## config.mk

```make
export PLATFORM = sky130hd
export DESIGN_NAME = rv_trace_buffer_flat
export DESIGN_NICKNAME = d
export VERILOG_FILES = /design/src/rtl/rv_trace_buffer_if.sv /design/src/rtl/rv_trace_buffer.sv /design/src/flat_wrapper.sv
export SDC_FILE = /design/constraint.sdc
export NUM_CORES = 1
export LEC_CHECK = 0
export ABC_AREA = 1
export BUFFER_PORTS_ARGS = -buffer_cell sky130_fd_sc_hd__buf_2
export CORE_MARGIN = 2
export CORE_UTILIZATION = 44
export CTS_CLUSTER_DIAMETER = 60
export DETAILED_ROUTE_END_ITERATION = 12
export PLACE_DENSITY = 0.69
export SYNTH_ARGS = -nofsm -noshare
export SYNTH_HDL_FRONTEND = slang
export SYNTH_SLANG_ARGS = --single-unit
```

## constraint.sdc

```tcl
create_clock -name clk -period 15.5 [get_ports clk]
set_clock_uncertainty 0.05 [all_clocks]
set_input_delay 0.775 -clock clk [delete_from_list [all_inputs] [get_ports clk]]
set_output_delay 0.775 -clock clk [all_outputs]
set_load 0.02 [all_outputs]
```

## src/rtl/rv_trace_buffer_if.sv

```systemverilog
// Trace sample and readback bundle for rv_trace_buffer.
// master: sample source / debug reader (drives trc_*, rd_en, rd_idx; sees rd_data, rd_valid).
// slave : the trace buffer itself.
// ENTRY_W grows by TS_W when TRACE_TIMESTAMP_EN is defined.
interface rv_trace_buffer_if #(
  parameter int XLEN  = 32,
  parameter int DEPTH = 16,
  parameter int TS_W  = 16
);
  localparam int AW = $clog2(DEPTH);
`ifdef TRACE_TIMESTAMP_EN
  localparam bit TS_EN = 1'b1;
`else
  localparam bit TS_EN = 1'b0;
`endif
  localparam int ENTRY_W = XLEN + 34 + (TS_EN ? TS_W : 0);

  // sample side
  logic               trc_valid;
  logic [XLEN-1:0]    trc_pc;
  logic [31:0]        trc_instr;
  logic               trc_exc;
  // readback side
  logic               rd_en;
  logic [AW-1:0]      rd_idx;
  logic [ENTRY_W-1:0] rd_data;
  logic               rd_valid;

  modport master (
    output trc_valid, trc_pc, trc_instr, trc_exc, rd_en, rd_idx,
    input  rd_data, rd_valid
  );

  modport slave (
    input  trc_valid, trc_pc, trc_instr, trc_exc, rd_en, rd_idx,
    output rd_data, rd_valid
  );
endinterface

```

## src/rtl/rv_trace_buffer.sv

```systemverilog
// Post-trigger trace capture buffer for the RV32I pipeline (PC, instr, exc per valid cycle).
// Latency: sample written on the qualifying edge; readback has 1-cycle latency.
// Backpressure: none; the sampler never stalls, the buffer freezes once DONE.
//
// Ports:
//   clk, reset_n        clock (rising edge), asynchronous active-low reset
//   trc (slave modport) trc_valid/trc_pc/trc_instr/trc_exc samples, rd_en/rd_idx -> rd_data/rd_valid
//   arm                 one-cycle pulse: clear buffer and (re)start capture
//   trig_mode, trig_pc  0 exc, 1 pc match, 2 either, 3 never
//   trc_state           0 IDLE, 1 ARMED, 2 POST, 3 DONE
//   trc_count           stored entries, saturates at DEPTH
//   trig_pos            trigger entry index relative to oldest, 0 unless DONE
// Optional feature macro: TRACE_TIMESTAMP_EN (adds a free-running TS_W-bit timestamp
// in the top bits of every entry).
module rv_trace_buffer #(
  parameter int XLEN         = 32,
  parameter int DEPTH        = 16,
  parameter int POST_SAMPLES = 4,
  parameter int TS_W         = 16
) (
  input  logic                     clk,
  input  logic                     reset_n,
  rv_trace_buffer_if.slave         trc,
  input  logic                     arm,
  input  logic [1:0]               trig_mode,
  input  logic [XLEN-1:0]          trig_pc,
  output logic [1:0]               trc_state,
  output logic [$clog2(DEPTH):0]   trc_count,
  output logic [$clog2(DEPTH)-1:0] trig_pos
);

  localparam int AW = $clog2(DEPTH);
`ifdef TRACE_TIMESTAMP_EN
  localparam bit TS_EN = 1'b1;
`else
  localparam bit TS_EN = 1'b0;
`endif
  localparam int ENTRY_W = XLEN + 34 + (TS_EN ? TS_W : 0);

  localparam logic [AW:0]   FULL    = (AW+1)'(DEPTH);
  localparam logic [AW-1:0] POST_LD = AW'(POST_SAMPLES);

  typedef enum logic [1:0] {
    ST_IDLE  = 2'd0,
    ST_ARMED = 2'd1,
    ST_POST  = 2'd2,
    ST_DONE  = 2'd3
  } state_t;

  state_t              state, state_nxt;
  logic [AW-1:0]       wr_ptr;
  logic [AW:0]         count;
  logic [AW-1:0]       trig_ptr;
  logic [AW-1:0]       post_cnt;

  logic                pc_match;
  logic                trig_hit;
  logic                wr_en;
  logic                trig_fire;
  logic [ENTRY_W-1:0]  wr_entry;

  logic [AW-1:0]       oldest;
  logic [AW-1:0]       rd_addr;
  logic                rd_hit;

  logic [ENTRY_W-1:0]  mem [DEPTH];

  // ---------------------------------------------------------------------------
  // Trigger decode
  // ---------------------------------------------------------------------------
  assign pc_match = (trc.trc_pc == trig_pc);

  always_comb begin
    trig_hit = 1'b0;
    unique case (trig_mode)
      2'd0:    trig_hit = trc.trc_exc;
      2'd1:    trig_hit = pc_match;
      2'd2:    trig_hit = trc.trc_exc | pc_match;
      default: trig_hit = 1'b0;
    endcase
  end

  // ---------------------------------------------------------------------------
  // Capture FSM
  // ---------------------------------------------------------------------------
  always_ff @(posedge clk or negedge reset_n) begin
    if (!reset_n) begin
      state <= ST_IDLE;
    end else begin
      state <= state_nxt;
    end
  end

  // arm takes priority over any sample in the same cycle; that sample is dropped.
  always_comb begin
    state_nxt = state;
    wr_en     = 1'b0;
    trig_fire = 1'b0;
    if (arm) begin
      state_nxt = ST_ARMED;
    end else begin
      unique case (state)
        ST_ARMED: begin
          if (trc.trc_valid) begin
            wr_en = 1'b1;
            if (trig_hit) begin
              trig_fire = 1'b1;
              state_nxt = (POST_SAMPLES == 0) ? ST_DONE : ST_POST;
            end
          end
        end
        ST_POST: begin
          if (trc.trc_valid) begin
            wr_en = 1'b1;
            // The write that takes the counter from 1 to 0 is the last one.
            if (post_cnt == AW'(1)) begin
              state_nxt = ST_DONE;
            end
          end
        end
        default: begin
          state_nxt = state;
        end
      endcase
    end
  end

  // ---------------------------------------------------------------------------
  // Pointers and counters
  // ---------------------------------------------------------------------------
  always_ff @(posedge clk or negedge reset_n) begin
    if (!reset_n) begin
      wr_ptr   <= '0;
      count    <= '0;
      trig_ptr <= '0;
      post_cnt <= '0;
    end else if (arm) begin
      wr_ptr   <= '0;
      count    <= '0;
      trig_ptr <= '0;
      post_cnt <= '0;
    end else if (wr_en) begin
      wr_ptr <= wr_ptr + AW'(1);
      if (count != FULL) begin
        count <= count + (AW+1)'(1);
      end
      if (trig_fire) begin
        trig_ptr <= wr_ptr;
        post_cnt <= POST_LD;
      end else if (state == ST_POST) begin
        post_cnt <= post_cnt - AW'(1);
      end
    end
  end

  // ---------------------------------------------------------------------------
  // Optional timestamp and entry packing
  // ---------------------------------------------------------------------------
`ifdef TRACE_TIMESTAMP_EN
  logic [TS_W-1:0] ts_cnt;

  // Free-running; arm deliberately leaves it alone so timestamps stay
  // comparable across captures.
  always_ff @(posedge clk or negedge reset_n) begin
    if (!reset_n) begin
      ts_cnt <= '0;
    end else begin
      ts_cnt <= ts_cnt + TS_W'(1);
    end
  end

  assign wr_entry = {ts_cnt, trc.trc_exc, trig_fire, trc.trc_instr, trc.trc_pc};
`else
  assign wr_entry = {trc.trc_exc, trig_fire, trc.trc_instr, trc.trc_pc};
`endif

  // Trace RAM: no reset, contents are only meaningful below trc_count.
  always_ff @(posedge clk) begin
    if (wr_en) begin
      mem[wr_ptr] <= wr_entry;
    end
  end

  // ---------------------------------------------------------------------------
  // Readback, indexed from the oldest entry
  // ---------------------------------------------------------------------------
  // Until the buffer has wrapped the oldest entry sits at address 0; after
  // that it is the slot the write pointer is about to overwrite.
  assign oldest  = (count == FULL) ? wr_ptr : '0;
  assign rd_addr = oldest + trc.rd_idx;
  assign rd_hit  = ({1'b0, trc.rd_idx} < count);

  always_ff @(posedge clk or negedge reset_n) begin
    if (!reset_n) begin
      trc.rd_data  <= '0;
      trc.rd_valid <= 1'b0;
    end else begin
      trc.rd_valid <= trc.rd_en;
      if (trc.rd_en) begin
        trc.rd_data <= rd_hit ? mem[rd_addr] : '0;
      end
    end
  end

  // ---------------------------------------------------------------------------
  // Status outputs
  // ---------------------------------------------------------------------------
  assign trc_state = state;
  assign trc_count = count;
  assign trig_pos  = (state == ST_DONE) ? (trig_ptr - oldest) : '0;

endmodule

```

## src/flat_wrapper.sv

```systemverilog
// flat-port wrapper written by rule: the top's interface ports become plain ports
module rv_trace_buffer_flat 
#(
  parameter int XLEN         = 32,
  parameter int DEPTH        = 16,
  parameter int POST_SAMPLES = 4,
  parameter int TS_W         = 16
)
  (clk, reset_n, arm, trig_mode, trig_pc, trc_state, trc_count, trig_pos, trc_trc_valid, trc_trc_pc, trc_trc_instr, trc_trc_exc, trc_rd_en, trc_rd_idx, trc_rd_data, trc_rd_valid);
  rv_trace_buffer_if #(.XLEN(XLEN), .DEPTH(DEPTH), .TS_W(TS_W)) trc_i ();
  input  logic clk;
  input  logic reset_n;
  input  logic arm;
  input  logic [1:0] trig_mode;
  input  logic [XLEN-1:0] trig_pc;
  output logic [1:0] trc_state;
  output logic [$clog2(DEPTH):0] trc_count;
  output logic [$clog2(DEPTH)-1:0] trig_pos;
  input wire logic [$bits(trc_i.trc_valid)-1:0] trc_trc_valid;
  input wire logic [$bits(trc_i.trc_pc)-1:0] trc_trc_pc;
  input wire logic [$bits(trc_i.trc_instr)-1:0] trc_trc_instr;
  input wire logic [$bits(trc_i.trc_exc)-1:0] trc_trc_exc;
  input wire logic [$bits(trc_i.rd_en)-1:0] trc_rd_en;
  input wire logic [$bits(trc_i.rd_idx)-1:0] trc_rd_idx;
  output wire logic [$bits(trc_i.rd_data)-1:0] trc_rd_data;
  output wire logic [$bits(trc_i.rd_valid)-1:0] trc_rd_valid;
  assign trc_i.trc_valid = trc_trc_valid;
  assign trc_i.trc_pc = trc_trc_pc;
  assign trc_i.trc_instr = trc_trc_instr;
  assign trc_i.trc_exc = trc_trc_exc;
  assign trc_i.rd_en = trc_rd_en;
  assign trc_i.rd_idx = trc_rd_idx;
  assign trc_rd_data = trc_i.rd_data;
  assign trc_rd_valid = trc_i.rd_valid;
  rv_trace_buffer #(.XLEN(XLEN), .DEPTH(DEPTH), .POST_SAMPLES(POST_SAMPLES), .TS_W(TS_W)) u_core (.clk(clk), .reset_n(reset_n), .trc(trc_i), .arm(arm), .trig_mode(trig_mode), .trig_pc(trig_pc), .trc_state(trc_state), .trc_count(trc_count), .trig_pos(trig_pos));
endmodule
```

==> results of run 1 <==
-- per-layer routing --
| metal | vias to the layer above | global-route usage (%) | wire (µm) |
|---|---|---|---|
| met5 | - | 0 | 101 |
| met4 | 18 | 7.369 | 3342 |
| met3 | 252 | 4.834 | 11700 |
| met2 | 1339 | 35.45 | 56350 |
| met1 | 14820 | 30.62 | 50140 |
| li1 | 13480 | - | - |
-- flip-flops by register name, indices dropped and copies added, names as in the netlist --
signal               count
u_core.wr_ptr            4
u_core.trc.rd_valid      1
u_core.trig_ptr          4
u_core.trc_count         5
u_core.trc.rd_data      66
u_core.mem            1056
u_core.trc_state         2
u_core.post_cnt          4
-- cell usage in the layout (no fill, tap or decap), drive strengths merged --
| cell type | n |
|---|---|
| edfxtp | 1056 |
| nand2 | 993 |
| a21oi | 401 |
| nand3 | 342 |
| buf | 237 |
| nor2 | 177 |
| o21ai | 150 |
| clkbuf | 143 |
| a22oi | 130 |
| dfrtp | 86 |
| inv | 59 |
| clkinv | 43 |
| xnor2 | 25 |
| ha | 20 |
| nor3 | 16 |
| bufinv | 13 |
| xor2 | 9 |
| diode | 7 |
| clkinvlp | 4 |
| o22ai | 3 |
| or2 | 2 |
| fa | 2 |
| a211oi | 1 |
| a31oi | 1 |
| o21bai | 1 |
| nor3b | 1 |
-- worst max-delay path: stages (launching register included) --
cell and delay [ns]:
dfrtp_1 0.41, inv_1 0.12, ha_1 0.16, nand2_1 0.06
nor3_2 0.19, inv_1 0.13, nor2_1 0.23, ha_4 0.17
inv_1 0.05, fa_4 1.39, buf_4 0.86, buf_4 0.86
a21oi_1 0.13, a22oi_1 0.22, nor2_1 0.05, o21ai_0 0.20
nand3_1 0.10, nand2_1 0.08
-- through the flow --
step	instance area [µm²]	cells	worst slack (ns)	utilization, %	power (mW)
after floorplan	45810	3706	8.932	-	3.780
after global placement	48060	5089	10.08	46.50	3.959
after detailed placement	48060	5089	9.958	46.50	3.967
after CTS	51750	5295	9.949	50.08	6.667
after global routing	51760	5297	9.504	50.08	6.834
final	51770	5302	9.845	50.09	6.643
-- cell families after synthesis --
family	synth area share, %
AO/OA/AOI/OAI	8.565
XOR/XNOR	0.6500
adder cells (fa/ha/maj)	0.6336
buffers and inverters	2.655
flip-flops	73.92
AND/OR/NAND/NOR	13.58
-- how the worst min path moves through the flow --
| stage | from | end | slack (ns) | cells past startpoint |
|---|---|---|---|---|
| 2_1_floorplan | u_core.trig_ptr[0] | u_core.trig_ptr[0] | 0.40 | 2 |
| 3_3_place_gp | u_core.trc.rd_data[5] | u_core.trc.rd_data[5] | 0.41 | 2 |
| 3_5_place_dp | u_core.trc.rd_data[43] | u_core.trc.rd_data[43] | 0.41 | 2 |
| 4_1_cts | reset_n | u_core.trc.rd_data[26] | 0.05 | 1 |
| 5_1_grt | reset_n | u_core.trc.rd_data[26] | 0.07 | 1 |
| 6_report | reset_n | u_core.trc.rd_data[2] | 0.07 | 1 |
-- power by group through the flow --
stage | clock network, mW | logic [mW] | registers [mW]
global route | 2.88 | 0.501 | 3.45
detailed placement | 0 | 0.453 | 3.51
CTS | 2.76 | 0.455 | 3.45
floorplan | 0 | 0.248 | 3.53
finish | 2.74 | 0.456 | 3.45
global placement | 0 | 0.446 | 3.51
-- final cells by class --
class                           instances  area [µm²]
Antenna cell                            7       17.52
Clock buffer                          143        3022
Clock inverter                         63       669.4
Fill cell                            8790       51580
Inverter                               56       234.0
Multi-Input combinational cell       2274       10870
Sequential cell                      1142       33860
Tap cell                             1380        1727
Timing Repair Buffer                  237        1369
==> metrics.txt, run 1 <==
CTS tree yes; fin crit period about 5.7 ns; core area a little over 100,000 µm²; top cells by count, synth 1,056 x edfxtp_1, 991 x nand2_1, 401 x a21oi_1, 342 x nand3_1, 182 x clkbuf_1; Max Cap Viol 0; Fmax achieved ~180 MHz; Worst setup EP type flop; synthesis-stage register bit count 1,142; # IOs around 190; die area between 100,000 and 150,000 µm²; clock slew at reported path FFs ~0.06 ns; CTS resizes 0; die width 326.7 µm; port bufs around 190; Crit path required time between 15 and 20 ns; EDFF count, synth approximately 1,100; Overflow after GRT 0; post-synthesis sequential area ratio between 70% and 80%; final net count 3,952; Slew Viols, Final 0; WP data arrival approximately 6.2 ns; pin count of the biggest net entering global routing roughly 210; clk root buf clkbuf_16; Unique masters post-synth 34; HPWL after detailed placement around 60,000 µm; Final setup viols 0; Yosys warnings 0; Reg2Reg Depth 17; syn nets approximately 3,800; Tightest Hold Check Type in -> async; FF-to-FF setup slack 9.84 ns; Worst R2R Start u_core.trc_count[0]; Final GP Congestion 0.7832; end of the critical path u_core.trc.rd_data[37]; synthesized netlist cell count approximately 3,700; post-route ant nets 0; Comb pwr share around 6.9%; sw power 1.508 mW; Starting Density 44.33%; maximum buffer depth of the clock tree 3; Synth area leaders edfxtp_1 69%, nand2_1 8.1%, dfrtp_1 4.7%; CTS sink cnt 1,142; All-Layer GR Usage 22.30%; detailed-route wire length per cell between 20 and 25 µm; count leader, synth edfxtp_1; DRT Pass-1 Iters 6; max_slew headroom a little over a quarter; Min Hold Slack roughly 0.071 ns; CTS H-tree lvls 3; Switching Share a little under a quarter; critical path startpoint category flop; final worst-path cycle share around 36%; clock share of power 41.2%; DR vias roughly 30,000; initial antenna violation count 16; DR DRC count 0; critical path type reg -> reg; CP Max Fanout 72; P_leak 18.53 nW; Die Y 326.7 µm; Reg power frac around half; first-pass GRT wire length roughly 180,000 µm; cell internal pwr 5.135 mW; VDD IR-drop max 0.09132 mV; DR vias/cell ~5.6; Syn Area/Cell approximately 12 µm²; Post-CTS Setup Inserts 0; R2R Path End u_core.trc.rd_data[37]; Skew-Pair Late Insertion Delay around 0.71 ns; final hold violation count 0; Hold Buf Count CTS 0; routed wire length around 120,000 µm; Top FF cell, synth edfxtp_1; run status complete, no violations; total CTS buffers between 100 and 150; layout cells sized above 1 about an eighth; FFs w/ async S/R, synth 7.531%; number of global-route vias before repair roughly 29,000; area grow syn2layout 13.01%; post-synth top area cell edfxtp_1; Synth top area share 69.22%; unrepaired setup endpoints after global routing false; synthesized cell area 45,810 µm²; Worst-Margin Slew about 1.1 ns; crit path from u_core.trc_count[0]; # rows 118; power per cell area 128.3 nW/µm²; Setup TNS 0 ns; DRT iter0 DRCs between 3,000 and 4,000
Note: power is estimated with default switching activity, not from simulation.
==> run 2: changes to the inputs <==
==> constraint.sdc (replaced) <==
create_clock -name clk -period 5.3 [get_ports clk]
set_clock_uncertainty 0.05 [all_clocks]
set_input_delay 0.265 -clock clk [delete_from_list [all_inputs] [get_ports clk]]
set_output_delay 0.265 -clock clk [all_outputs]
set_load 0.02 [all_outputs]
==> run 2 against run 1 <==
Register-to-register slack worse by 8.8 ns; sequential power grew to 2.9 times the previous value; sequential share of layout area decreased by 1.0 points; critical path type unchanged; highest routed layer unchanged; combinational power increased to 3.1 times the previous value; maximum frequency up 34%; largest cell class unchanged.
==> metrics.txt, run 2 (same netlist as run 1, synthesis figures left out) <==
run status complete, no violations (unchanged); All-Layer GR Usage 22.03% (was 22.30%); Setup TNS 0 ns (unchanged); Switching Share 22.70% (about the same); Worst-Margin Slew 1.296 ns (was 1.101 ns); Tightest Hold Check Type in -> async (unchanged); clock share of power 40.0% (was 41.2%); final net count 4,031 (was 3,952); Final GP Congestion 0.7890 (was 0.7832); critical path type reg -> reg (unchanged); pin count of the biggest net entering global routing 185 (was 207); cell internal pwr 14.79 mW (was 5.135 mW); Max Cap Viol 0 (unchanged); Skew-Pair Late Insertion Delay 0.69 ns (was 0.71 ns); VDD IR-drop max 0.2483 mV (was 0.09132 mV); DRT iter0 DRCs 3,708 (was 3,742); # IOs 186 (unchanged); max reg flops 1,056 (unchanged); unrepaired setup endpoints after global routing false (unchanged); area grow syn2layout 14.79% (was 13.01%); Setup WS post-layout 1.065 ns (was 9.845 ns); first-pass GRT wire length 178,500 µm (was 179,900 µm); Fmax achieved 236.1 MHz (was 176.8 MHz); CP Max Fanout 170 (was 72); CTS resizes 0 (unchanged); Hold Buf Count CTS 70 (was 0); CP max stage delay 0.88 ns (was 1.39 ns); fin crit period 4.235 ns (was 5.655 ns); clock slew at reported path FFs 0.07 ns (was 0.06 ns); Slew Viols, Final 0 (unchanged); CTS sink cnt 1,142 (unchanged); Starting Density 44.33% (unchanged); layout cells sized above 1 11.61% (was 11.98%); CTS tree yes (unchanged); sw power 4.341 mW (was 1.508 mW); most frequent cells in the layout 1,056 x edfxtp_1, 991 x nand2_1, 401 x a21oi_1 (unchanged); Overflow after GRT 0 (unchanged); routed wire length 119,900 µm (was 121,600 µm); clk root buf clkbuf_16 (unchanged); worst-path cell chain inv_1 > ha_1 > nand2_1 > nor3_2 > inv_1 > nor2_1 > ha_4 > inv_1 > fa_4 > buf_12 > a21oi_1 > a22oi_1 > nor2_1 > o21ai_0 > nand3_1 > nand2_1 (was inv_1 > ha_1 > nand2_1 > nor3_2 > inv_1 > nor2_1 > ha_4 > inv_1 > fa_4 > buf_4 > buf_4 > a21oi_1 > a22oi_1 > nor2_1 > o21ai_0 > nand3_1 > nand2_1); port bufs 185 (unchanged); WP data arrival 4.80 ns (was 6.24 ns); die area 106,700 µm² (unchanged); max_slew headroom 13.16% (was 26.62%); detailed-route wire length per cell 22.31 µm (was 22.94 µm); core area 103,300 µm² (unchanged); # rows 118 (unchanged); Final setup viols 0 (unchanged); HPWL after detailed placement 58,840 µm (was 58,500 µm); DR vias/cell 5.590 (was 5.642); P_leak 18.86 nW (was 18.53 nW); Placement Cell Area 48,380 µm² (was 48,060 µm²); Comb pwr share 7.3% (was 6.9%); Reg power frac 52.7% (was 51.9%); pre-CTS setup slack 1.197 ns (was 9.958 ns); initial antenna violation count 7 (was 16); power per cell area 363.7 nW/µm² (was 128.3 nW/µm²); maximum buffer depth of the clock tree 3 (unchanged); critical path startpoint category flop (unchanged); DR vias 30,050 (was 29,910); final hold violation count 0 (unchanged); Crit path required time 5.86 ns (was 16.08 ns); Die Y 326.7 µm (unchanged); number of global-route vias before repair 28,660 (was 28,770); total CTS buffers 109 (was 111); die width 326.7 µm (unchanged); Post-CTS Setup Inserts 0 (unchanged); final worst-path cycle share 79.90% (was 36.49%); Top reg by flops u_core.mem (unchanged); Worst setup EP type flop (unchanged); DR DRC count 0 (unchanged); commonest non-fill, non-tap cell in the layout edfxtp_1 (unchanged); Worst path most repeated cell inv_1 (unchanged); DRT Pass-1 Iters 5 (was 6); post-route ant nets 0 (unchanged); final instance area 52,590 µm² (was 51,770 µm²); slowest CP cell fa_4 (unchanged); CTS H-tree lvls 3 (unchanged)
-- run 2: cell count changes in the layout (fill, tap and decap cells not counted), moves of 4 or more --
cell | before | now
buf_12 | 4 | 23
buf_4 | 49 | 41
bufinv_16 | 13 | 7
clkbuf_1 | 23 | 39
clkinv_2 | 20 | 13
clkinvlp_4 | 4 | 0
diode_2 | 7 | 1
dlygate4sd3_1 | 0 | 70
-- run 2: power groups by stage --
stage | Sequential, mW | Combinational (mW) | Clock [mW]
final | 10.1 | 1.40 | 7.64
after global routing | 10.1 | 1.53 | 8.09
after CTS | 10.1 | 1.40 | 7.73
after detailed placement | 10.3 | 1.34 | 0
after global placement | 10.3 | 1.32 | 0
after floorplan | 10.3 | 0.725 | 0
-- run 2: worst max-delay path: cells and delay by family (launching register included) --
kind / cells / cell delay, ns
compound gates: 3 / 0.60
fa+ha+maj: 3 / 1.24
buf+inv: 4 / 0.95
flops: 1 / 0.41
simple gates: 6 / 0.73
-- run 2: cell type report --
| cell class | instances | area [µm²] |
|---|---|---|
| Clock buffer | 160 | 3084 |
| Multi-Input combinational cell | 2274 | 10870 |
| Clock inverter | 45 | 416.7 |
| Sequential cell | 1142 | 33860 |
| Inverter | 56 | 234.0 |
| Tap cell | 1380 | 1727 |
| Timing Repair Buffer | 318 | 2390 |
| Antenna cell | 1 | 2.502 |
| Fill cell | 8617 | 50760 |
-- run 2: metrics by stage --
stage | util, % | cells | power, mW | hold slack, ns
2_1_floorplan | - | 3706 | 11.06 | -0.08059
3_3_place_gp | 46.81 | 5100 | 11.59 | 0.3652
3_5_place_dp | 46.81 | 5100 | 11.62 | 0.3570
4_1_cts | 50.88 | 5375 | 19.21 | 0.2031
5_1_grt | 50.88 | 5375 | 19.71 | 0.2422
6_report | 50.88 | 5376 | 19.13 | 0.2312
-- run 2: final timing paths --
check                                           start                      to  slack [ns]  cells past startpoint
worst min-delay path                          reset_n      u_core.trig_ptr[1]        0.23                      2
min in group clk                            trc_rd_en     u_core.trc.rd_valid        0.24                      2
worst min register to register  u_core.trc.rd_data[1]   u_core.trc.rd_data[1]        0.42                      2
worst max register to register    u_core.trc_count[0]  u_core.trc.rd_data[33]        1.07                     16
max in group asynchronous                     reset_n  u_core.trc.rd_data[35]        3.60                      3
worst max-delay path              u_core.trc_count[0]  u_core.trc.rd_data[33]        1.07                     16
-- run 2: layer usage --
layer	up-vias	track usage [%]	wire (µm)
met5	-	0	96
met1	14700	31.73	50400
met3	216	3.686	10690
li1	13660	-	-
met2	1466	34.33	55200
met4	14	7.020	3523
